--- config.mk ---
export PLATFORM = sky130hd
export DESIGN_NAME = fifo_wr_arb
export DESIGN_NICKNAME = d
export VERILOG_FILES = /design/src/rtl/fifo_wr_arb.sv
export SDC_FILE = /design/constraint.sdc
export NUM_CORES = 1
export LEC_CHECK = 0
export ABC_AREA = 1
export CORE_AREA = 2 2 132 134
export DETAILED_ROUTE_END_ITERATION = 10
export DIE_AREA = 0 0 134 136
export PLACE_DENSITY = 0.66
export SKIP_CTS_REPAIR_TIMING = 1
export SYNTH_ARGS = -nofsm -noshare
export SYNTH_HDL_FRONTEND = slang
export SYNTH_SLANG_ARGS = --single-unit
--- constraint.sdc ---
create_clock -name clk_i -period 2.4 [get_ports clk_i]
set_input_delay 0.48 -clock clk_i [delete_from_list [all_inputs] [get_ports clk_i]]
set_output_delay 0.48 -clock clk_i [all_outputs]
set_load 0.02 [all_outputs]
--- src/rtl/fifo_wr_arb.sv ---
// Purpose: packet-aware round-robin arbiter feeding one async-FIFO write port from REQ_NUM requesters.
// Latency: accepted beat reaches fifo_wen_o/fifo_wdata_o one clock later; one idle bubble per packet.
// Backpressure: fifo_afull_i drops the granted requester's ready; the grant is held until eop.
//
// Ports:
//   clk_i, rst_n_i            write clock, synchronous active-low reset
//   arb_en_i                  permits new grants (looked at only between packets)
//   req_valid_i/req_eop_i     per-requester beat valid and last-beat flag
//   req_data_i                per-requester payload, requester i at [i*WIDTH +: WIDTH]
//   req_ready_o               per-requester ready; a beat moves on valid & ready
//   fifo_wen_o/fifo_wdata_o   registered FIFO write, word = {src_id, eop, data}
//   fifo_afull_i/fifo_full_i  FIFO almost-full (stall) and full (error detect only)
//   busy_o, gnt_id_o, err_o   packet in progress, current/last grant, sticky write-while-full
module fifo_wr_arb #(
    parameter  int REQ_NUM = 4,
    parameter  int WIDTH   = 64,
    localparam int IDW     = (REQ_NUM > 1) ? $clog2(REQ_NUM) : 1,
    localparam int FW      = WIDTH + 1 + IDW
) (
    input  logic                     clk_i,
    input  logic                     rst_n_i,
    input  logic                     arb_en_i,
    input  logic [REQ_NUM-1:0]       req_valid_i,
    input  logic [REQ_NUM-1:0]       req_eop_i,
    input  logic [REQ_NUM*WIDTH-1:0] req_data_i,
    output logic [REQ_NUM-1:0]       req_ready_o,
    output logic                     fifo_wen_o,
    output logic [FW-1:0]            fifo_wdata_o,
    input  logic                     fifo_afull_i,
    input  logic                     fifo_full_i,
    output logic                     busy_o,
    output logic [IDW-1:0]           gnt_id_o,
    output logic                     err_o
);

    typedef enum logic {
        IDLE = 1'b0,
        PKT  = 1'b1
    } state_t;

    state_t           state_q;
    logic [IDW-1:0]   rr_ptr_q;
    logic [IDW-1:0]   gnt_id_q;
    logic             fifo_wen_q;
    logic [FW-1:0]    fifo_wdata_q;
    logic             err_q;

    // Round-robin search: rotate the valid vector so bit 0 is the requester
    // at rr_ptr_q, then pick the lowest set bit of the rotated vector.
    logic [2*REQ_NUM-1:0] dbl_vld;
    logic [REQ_NUM-1:0]   rot_vld;
    logic [IDW-1:0]       winner_d;
    logic                 any_vld;
    int                   win_sum;

    assign dbl_vld = {req_valid_i, req_valid_i};
    assign rot_vld = REQ_NUM'(dbl_vld >> rr_ptr_q);
    assign any_vld = |req_valid_i;

    always_comb begin
        win_sum  = 0;
        winner_d = rr_ptr_q;
        // Walk offsets from the far end so the nearest valid one is written last.
        for (int k = REQ_NUM - 1; k >= 0; k--) begin
            if (rot_vld[k]) begin
                win_sum = int'(rr_ptr_q) + k;
                if (win_sum >= REQ_NUM) begin
                    win_sum = win_sum - REQ_NUM;
                end
                winner_d = IDW'(win_sum);
            end
        end
    end

    // Only the granted requester may see ready, and only while the FIFO has room.
    logic             accept;
    logic             acc_eop;
    logic [WIDTH-1:0] acc_data;
    logic [IDW-1:0]   rr_next;

    always_comb begin
        req_ready_o = '0;
        if (state_q == PKT) begin
            req_ready_o[gnt_id_q] = ~fifo_afull_i;
        end
    end

    assign accept   = (state_q == PKT) & req_valid_i[gnt_id_q] & ~fifo_afull_i;
    assign acc_eop  = req_eop_i[gnt_id_q];
    assign acc_data = req_data_i[gnt_id_q*WIDTH +: WIDTH];
    assign rr_next  = (gnt_id_q == IDW'(REQ_NUM - 1)) ? '0 : gnt_id_q + IDW'(1);

    always_ff @(posedge clk_i) begin
        if (!rst_n_i) begin
            state_q      <= IDLE;
            rr_ptr_q     <= '0;
            gnt_id_q     <= '0;
            fifo_wen_q   <= 1'b0;
            fifo_wdata_q <= '0;
            err_q        <= 1'b0;
        end else begin
            fifo_wen_q <= accept;
            if (accept) begin
                fifo_wdata_q <= {gnt_id_q, acc_eop, acc_data};
            end
            // The write still goes out; the flag only records that it happened.
            if (fifo_wen_q && fifo_full_i) begin
                err_q <= 1'b1;
            end
            case (state_q)
                IDLE: begin
                    if (arb_en_i && !fifo_afull_i && any_vld) begin
                        gnt_id_q <= winner_d;
                        state_q  <= PKT;
                    end
                end
                PKT: begin
                    // Pointer moves past the winner only once its packet is done.
                    if (accept && acc_eop) begin
                        state_q  <= IDLE;
                        rr_ptr_q <= rr_next;
                    end
                end
                default: state_q <= IDLE;
            endcase
        end
    end

    assign fifo_wen_o   = fifo_wen_q;
    assign fifo_wdata_o = fifo_wdata_q;
    assign busy_o       = (state_q == PKT);
    assign gnt_id_o     = gnt_id_q;
    assign err_o        = err_q;

endmodule

=== Yosys cells after proc, flatten, opt, wreduce, memory -nomap -nowiden ===
Cells that the tools add are included.

* Output and inout bits: 76
* Bits of input ports: 269
* Logic and storage cells: 56
* Register bits after elaboration: 74

* Bitwise logic cells: 5
* Equality and inequality tests: 1
* Reductions and logical operators: 9
* Muxes and demuxes: 19
* $lt $le $gt $ge: 6
* Add/sub/neg operators: 8
* Shift-type cells: 2

{| class="wikitable"
|+ Operator list
! cell !! number
|-
| $shiftx A256 B9 Y64 || 1
|-
| $mux W2 || 9
|-
| $ge A3 B3 Y1 const B || 3
|-
| $shr A8 B2 Y4 || 1
|-
| $sub A2 B1 Y2 const B || 4
|-
| $add A2 B2 Y3 const B || 2
|-
| $logic_and A1 B1 Y1 || 5
|-
| $mux W1 || 5
|-
| $and A4 B4 Y4 || 1
|-
| $bmux W1 S2 || 2
|-
| $mux W4 || 1
|-
| $reduce_and A2 Y1 || 2
|-
| $reduce_or A4 Y1 || 1
|-
| $add A2 B1 Y3 const B || 1
|-
| $ge A2 B3 Y1 const B || 1
|-
| $lt A2 B3 Y1 const B || 1
|-
| $add A2 B1 Y2 const B || 1
|-
| $and A1 B1 Y1 || 2
|-
| $demux W1 S2 || 1
|-
| $eq A2 B2 Y1 const B || 1
|-
| $ge A2 B1 Y1 const B || 1
|-
| $not A1 Y1 || 2
|-
| $pmux W1 S2 || 1
|-
| $logic_not A1 Y1 || 1
|}

=== Depth between registers and ports, before layout ===
Gate-level depths: netlist of the first run.

* Depth in word-level cells: 7
* Mapped depth: 10

=== Worst setup path after synthesis of the first run ===
No wires, ideal clock.

* Path type: reg2out
* Start point: register gnt_id_q[1], in the netlist gnt_id_o[1]
* End point: output port req_ready_o[0]
* Arrival: 1.504 ns
* Path slack: 0.416 ns
* Data required time: 1.920 ns
* Cell stages (with the launch flop): 7
* Cells stage by stage: dfxtp_1 -> inv_1 -> buf_2 -> clkbuf_1 -> ha_1 -> nand2_1 -> nor2_1

* Longest elaborated chain between the ends: 6

{| class="wikitable"
|+ RTL lines
! what !! line !! RTL
|-
| from (decl) || 43 || <nowiki>logic [IDW-1:0] gnt_id_q;</nowiki>
|-
| from (signal assigned) || 113 || <nowiki>gnt_id_q <= winner_d;</nowiki>
|-
| $lt A2 B3 Y1 (not written as such) / $ge A2 B1 Y1 (equally long branches) || 84 || <nowiki>req_ready_o[gnt_id_q] = ~fifo_afull_i;</nowiki>
|-
| $logic_and A1 B1 Y1 (not written as such) || 84 ||
|-
| $mux W1 (not written as such) || 84 ||
|-
| $demux W1 S2 (*) || 84 ||
|-
| $and A4 B4 Y4 (no line) (*) || - ||
|-
| $mux W4 (*) || 83 || <nowiki>if (state_q == PKT) begin</nowiki>
|-
| to (decl) || 26 || <nowiki>output logic [REQ_NUM-1:0] req_ready_o,</nowiki>
|}

Every way passes the cells marked *; elsewhere a longest branch is shown, timed or not.

=== Worst setup path in the final report of the first run ===
* Start point: input port fifo_afull_i
* End point: output port req_ready_o[2]

* Longest elaborated chain between the ends: 3

{| class="wikitable"
|+ RTL lines
! what !! line !! RTL
|-
| from (decl) || 29 || <nowiki>input logic fifo_afull_i,</nowiki>
|-
| $not A1 Y1 || 84 ||
|-
| $and A4 B4 Y4 (no line) || - ||
|-
| $mux W4 || 83 ||
|}

No other way between the ends.

==> results of run 1 <==
[worst max-delay path, delay by kind of cell]
family	cells	cell delay [ns]
simple gates	2	0.15
buf+inv	3	1.22
[sequential cells by signal, indices dropped and copies added (netlist names)]
name	flops
fifo_wdata_o	67
gnt_id_o	2
rr_ptr_q	2
busy_o	1
err_o	1
fifo_wen_o	1
[cell usage after synthesis, types with 2 or more instances]
cell / n / area, sq um
nor2_1: 269 / 1010
o21ai_0: 199 / 996.0
dfxtp_1: 74 / 1481
o22ai_1: 65 / 406.6
clkbuf_1: 42 / 157.7
nand2_1: 24 / 90.09
buf_2: 15 / 75.07
inv_1: 13 / 48.80
nand3_1: 10 / 50.05
a21oi_1: 9 / 45.04
buf_6: 6 / 67.56
ha_1: 4 / 50.05
o21ai_1: 4 / 20.02
buf_4: 2 / 15.01
inv_2: 2 / 7.510
nand4_1: 2 / 12.51
[cells by family after synthesis]
family | after synthesis | share of synthesized area, %
buffers and inverters | 80 | 8.084
AOI/OAI and AO/OA | 281 | 32.85
xor gates and xnor gates | 1 | 0.1906
adders and majority gates | 4 | 1.089
DFF | 74 | 32.23
and+or+nand+nor | 307 | 25.56
[area by class of cell]
class                      count  area, sq um  share of cell area [%]
clock inverter                 6        87.58                   1.031
antenna                        1        2.502                 0.02945
tap                          225        281.5                   3.313
sequential                    74         1486                   17.49
inverter                      15        61.31                  0.7215
clock buffer                  10        239.0                   2.813
timing repair buffer         360         3595                   42.31
multi-input combinational    593         2744                   32.29
[layer usage]
| metal | global-route usage (%) | vias up |
|---|---|---|
| met1 | 25.53 | 2812 |
| met5 | 0 | - |
| li1 | - | 3148 |
| met2 | 36.92 | 222 |
| met3 | 5.891 | 29 |
| met4 | 7.801 | 0 |
[through the flow]
stage	std cells	setup TNS [ns]	area [sq um]	power, mW	utilization [%]
after detailed placement	1267	0	8154	2.487	48.32
after global placement	1267	0	8154	2.487	48.32
final	1284	0	8497	3.945	50.35
after CTS	1283	-0.01679	8481	4.007	50.25
after global routing	1283	0	8494	4.169	50.33
after floorplan	747	0	4597	1.821	-
[path summary, 6_finish.rpt]
path	end	slack, ns	cells after the start
worst min register to register	fifo_wdata_o[64]	0.48	2
worst max register to register	fifo_wdata_o[51]	0.37	8
worst max-delay path	req_ready_o[2]	0.08	5
worst min-delay path	fifo_wdata_o[64]	0.48	2
[report_power, final]
part / switching, mW / total (mW) / internal (mW)
Combinational: 0.517 / 1.15 / 0.635
Clock: 0.545 / 1.49 / 0.941
Sequential: 0.0292 / 1.31 / 1.28
Total: 1.09 / 3.94 / 2.85
==> flow_summary.toml, run 1 <==
[clocking]
cts.clk_slew.worst_paths_ns = 0.06
clock_latency_ns = 0.34
cts_sinks = 74
clock_tree.buffer_depth = 2
cts-root-buf = "clkbuf_16"
ctsHtreeMaxLevel = 3
cts_tree = "yes"
cts_buffers = 9

[synth]
syn-cell-area_sq_um = 4597
synth_top_flop_cell = "dfxtp_1"
ys_async_sr_fraction_pct = 0
synth.distinct_cells = 23
synth_edf_count = 0
yosys_warnings = 0
synth_seq_cells = 74
postSynthNetCount = 1020
synth.avg_cell_area_sq_um = 6.154
ys_seq_area_share_pct = 32.23
syn-instance-count = 747

[grt]
grt_pass1_vias = 5820
grt_max_degree = 56
grt_util_all_layers_pct = 21.43
antenna_found_initial = 1
overflow = 0
grt_pass1_wl_microns = 30970

[timing]
fin_crit_ns = 2.325
worst_pin_slew_ns = 0.6183
clock_skew_ns = 0.006632
maxSlewViolCount = 0
rsz0062_at_grt = "no"
finalHoldWorstSlack_ns = 0.4795
fmax_mhz = 430.2
worst_slack_ns = 0.07527
finalHoldViolCount = 0
fin_crit_sh_pct = 96.86
final-setup-viol-count = 0
relSlewSlack_pct = 58.78

[place]
gp_congestion = 0.8652
pre_cts_ws_ns = 0.04716
port_buffers = 344
hpwl_microns = 14820

[route]
drtAntennaViolNets = 0
wl_per_cell_microns = 15.65
drt_first_pass_iters = 5
drt_iter0_drc = 298
wl_met2_microns = 9797
routed_wl_microns = 20100
post_drt_via_cell_ratio = 4.837
met3_length_microns = 1536
wl_met1_microns = 8302
vias = 6211
drc = 0
routed.top_layer = "met4"

[final_layout]
layout.nets = 1326
drive_above_1_share_pct = 3.970
n_fill_cell = 1689
layout_common_cells = "340 x clkdlybuf4s50_1, 269 x nor2_1, 199 x o21ai_0"
final_common_cell = "clkdlybuf4s50_1"
area_delta_synth_final_pct = 84.84

[run]
drv_cap = 0

[status]
status = "finished, final reports clean"

[setup_path]
critPathLaunch = "fifo_afull_i"
worstSetupEndpointType = "primary output"
worstPathMaxFanout = 5
cpMostUsedCell = "clkdlybuf4s50_1"
rr_startpoint = "gnt_id_o[0]"
cp.required_ns = 1.92
arrival_ns = 1.84
path_cells = "clkdlybuf4s50_1 -> inv_1 -> nand2_1 -> nor2_1 -> clkdlybuf4s50_1"
crit_type = "in -> out"
crit_path_max_incr_delay_ns = 0.61
critPathLaunchType = "primary input"
slowest_stage = "clkdlybuf4s50_1"

[floorplanning]
core-area_sq_um = 16880
row_count = 48
die_w_microns = 134
die_h_microns = 136
dieArea_sq_um = 18220
start_util_pct = 27.24
ios = 345

[pwr]
p_per_area_nw_per_um2 = 464.3
p_leak_nw = 3.404
worst_ir_drop_vdd_uv = 302.3

[worst_hold_path]
hp-class = "reg -> reg"
min_from = "fifo_wdata_o[64]"
Power figures use the tool's default switching activity.
==> run 2: changes to the inputs <==
--- a/config.mk
+++ b/config.mk
@@ -10,6 +10,7 @@
 export DETAILED_ROUTE_END_ITERATION = 10
 export DIE_AREA = 0 0 134 136
 export PLACE_DENSITY = 0.66
+export REMOVE_ABC_BUFFERS = 1
 export SKIP_CTS_REPAIR_TIMING = 1
 export SYNTH_ARGS = -nofsm -noshare
 export SYNTH_HDL_FRONTEND = slang
==> run 2 against run 1 <==
Against the previous run: clock power rose by 11%; sequential share of layout area fell by 0.11 points; worst hold slack got worse by 0.0091 ns; critical path type unchanged; largest cell class unchanged; highest routed layer unchanged.
==> flow_summary.toml, run 2 (same netlist as run 1, synthesis figures left out) <==
[status]
status = "finished, final reports clean"

[floorplanning]
dieArea_sq_um = 18220
die_h_microns = 136
start_util_pct = 27.24
core-area_sq_um = 16880
ios = 345
die_w_microns = 134
row_count = 48

[clocking]
cts-root-buf = "clkbuf_16"
cts.clk_slew.worst_paths_ns = 0.06
ctsHtreeMaxLevel = 3
cts_buffers = 9
clock_tree.buffer_depth = 2
cts_tree = "yes"
cts_sinks = 74
clock_latency_ns = 0.34

[final_layout]
drive_above_1_share_pct = 4.237
largest_reg_flops = 67
seqCellArea_sq_um = 1486
n_fill_cell = 1712
area_delta_synth_final_pct = 86.04
postLayoutCoreUtil_pct = 50.67
diodes = 0
multi_input_area_sq_um = 2744
layout_common_cells = "343 x clkdlybuf4s50_1, 269 x nor2_1, 199 x o21ai_0"
layout.nets = 1330
final_common_cell = "clkdlybuf4s50_1"

[place]
gp_congestion = 0.8387
hpwl_microns = 14080
port_buffers = 344

[timing]
fmax_mhz = 434.2
finalHoldViolCount = 0
fin_crit_sh_pct = 95.96
rsz0062_at_grt = "no"
relSlewSlack_pct = 54.32
fin_crit_ns = 2.303
clock_skew_ns = 0.009312
worst_pin_slew_ns = 0.6852
final-setup-viol-count = 0
maxSlewViolCount = 0

[route]
drt_iter0_drc = 245
routed_wl_microns = 19170
drtAntennaViolNets = 0
vias = 6164
drt_first_pass_iters = 4
post_drt_via_cell_ratio = 4.789
wl_per_cell_microns = 14.90
drc = 0

[grt]
grt_util_all_layers_pct = 20.64
grt_pass1_wl_microns = 30010
antenna_found_initial = 0
grt_pass1_vias = 5896
grt_max_degree = 88
overflow = 0

[setup_path]
cp.required_ns = 1.92
path_cells = "clkdlybuf4s50_1 -> inv_1 -> nand2_1 -> nor2_1 -> clkdlybuf4s50_1"
r2r_cells = 7
slowest_stage = "clkdlybuf4s50_1"
cpMostUsedCell = "clkdlybuf4s50_1"
arrival_ns = 1.82
critPathLaunchType = "primary input"
crit_type = "in -> out"
worstSetupEndpointType = "primary output"
worstPathMaxFanout = 5
crit_path_max_incr_delay_ns = 0.61

[pwr]
p_leak_nw = 3.386
p_per_area_nw_per_um2 = 481.0
worst_ir_drop_vdd_uv = 293.4
p_total_mw = 4.114

[run]
drv_cap = 0

[worst_hold_path]
hold_depth = 2
hp-class = "reg -> reg"
run 2: changes by cell type in the layout (fill, tap and decap cells not counted), sizes merged:
cell | before | now
clkdlybuf4s50 | 340 | 343
buf | 17 | 21
bufinv | 2 | 4
clkbuf | 10 | 11
diode | 1 | 0
clkinvlp | 1 | 0
dlymetal6s2s | 3 | 0
inv | 17 | 15
run 2: layout make-up:
class	count	area share, %
Clock buffer	11	2.838
Clock inverter	5	1.463
Inverter	15	0.6876
Multi-Input combinational cell	593	32.08
Sequential cell	74	17.38
Tap cell	225	3.292
Timing Repair Buffer	364	42.25
run 2: worst paths after layout:
| kind | from | endpoint | slack (ns) |
|---|---|---|---|
| setup / recovery | fifo_afull_i | req_ready_o[1] | 0.1 |
| hold / removal | fifo_wdata_o[64] | fifo_wdata_o[64] | 0.47 |
| setup reg to reg | gnt_id_o[0] | rr_ptr_q[0] | 0.49 |
| hold reg to reg | fifo_wdata_o[64] | fifo_wdata_o[64] | 0.47 |
run 2: power by group:
group | switching [mW] | total, mW | internal [mW]
clock network | 0.514 | 1.66 | 1.15
logic | 0.501 | 1.14 | 0.641
registers | 0.0317 | 1.31 | 1.28
run 2: metal layers:
| metal | vias up | global-route usage (%) | part of all wire (%) | routed length (microns) |
|---|---|---|---|---|
| met5 | - | 0 | 0 | 0 |
| met4 | 0 | 9.102 | 3.3 | 639 |
| met3 | 40 | 5.928 | 7.4 | 1428 |
| met2 | 222 | 35.21 | 47 | 9104 |
| met1 | 2739 | 24.09 | 42 | 8001 |
| li1 | 3163 | - | - | - |
run 2: critical path: cells and delay by family:
family | cells | cell delay (ns)
buffers and inverters | 3 | 1.17
and+or+nand+nor | 2 | 0.17
run 2: per-stage QoR:
step	setup TNS, ns	hold WS [ns]	area [sq um]	setup slack [ns]	instances
2_1_floorplan	-260.89	0.5255	4282	-3.595	682
3_3_place_gp	0	0.4497	8162	0.09626	1268
3_5_place_dp	0	0.4585	8162	0.1078	1268
4_1_cts	0	0.4745	8529	0.07558	1284
5_1_grt	0	0.4957	8552	0.004730	1287
6_report	0	0.4704	8552	0.09698	1287
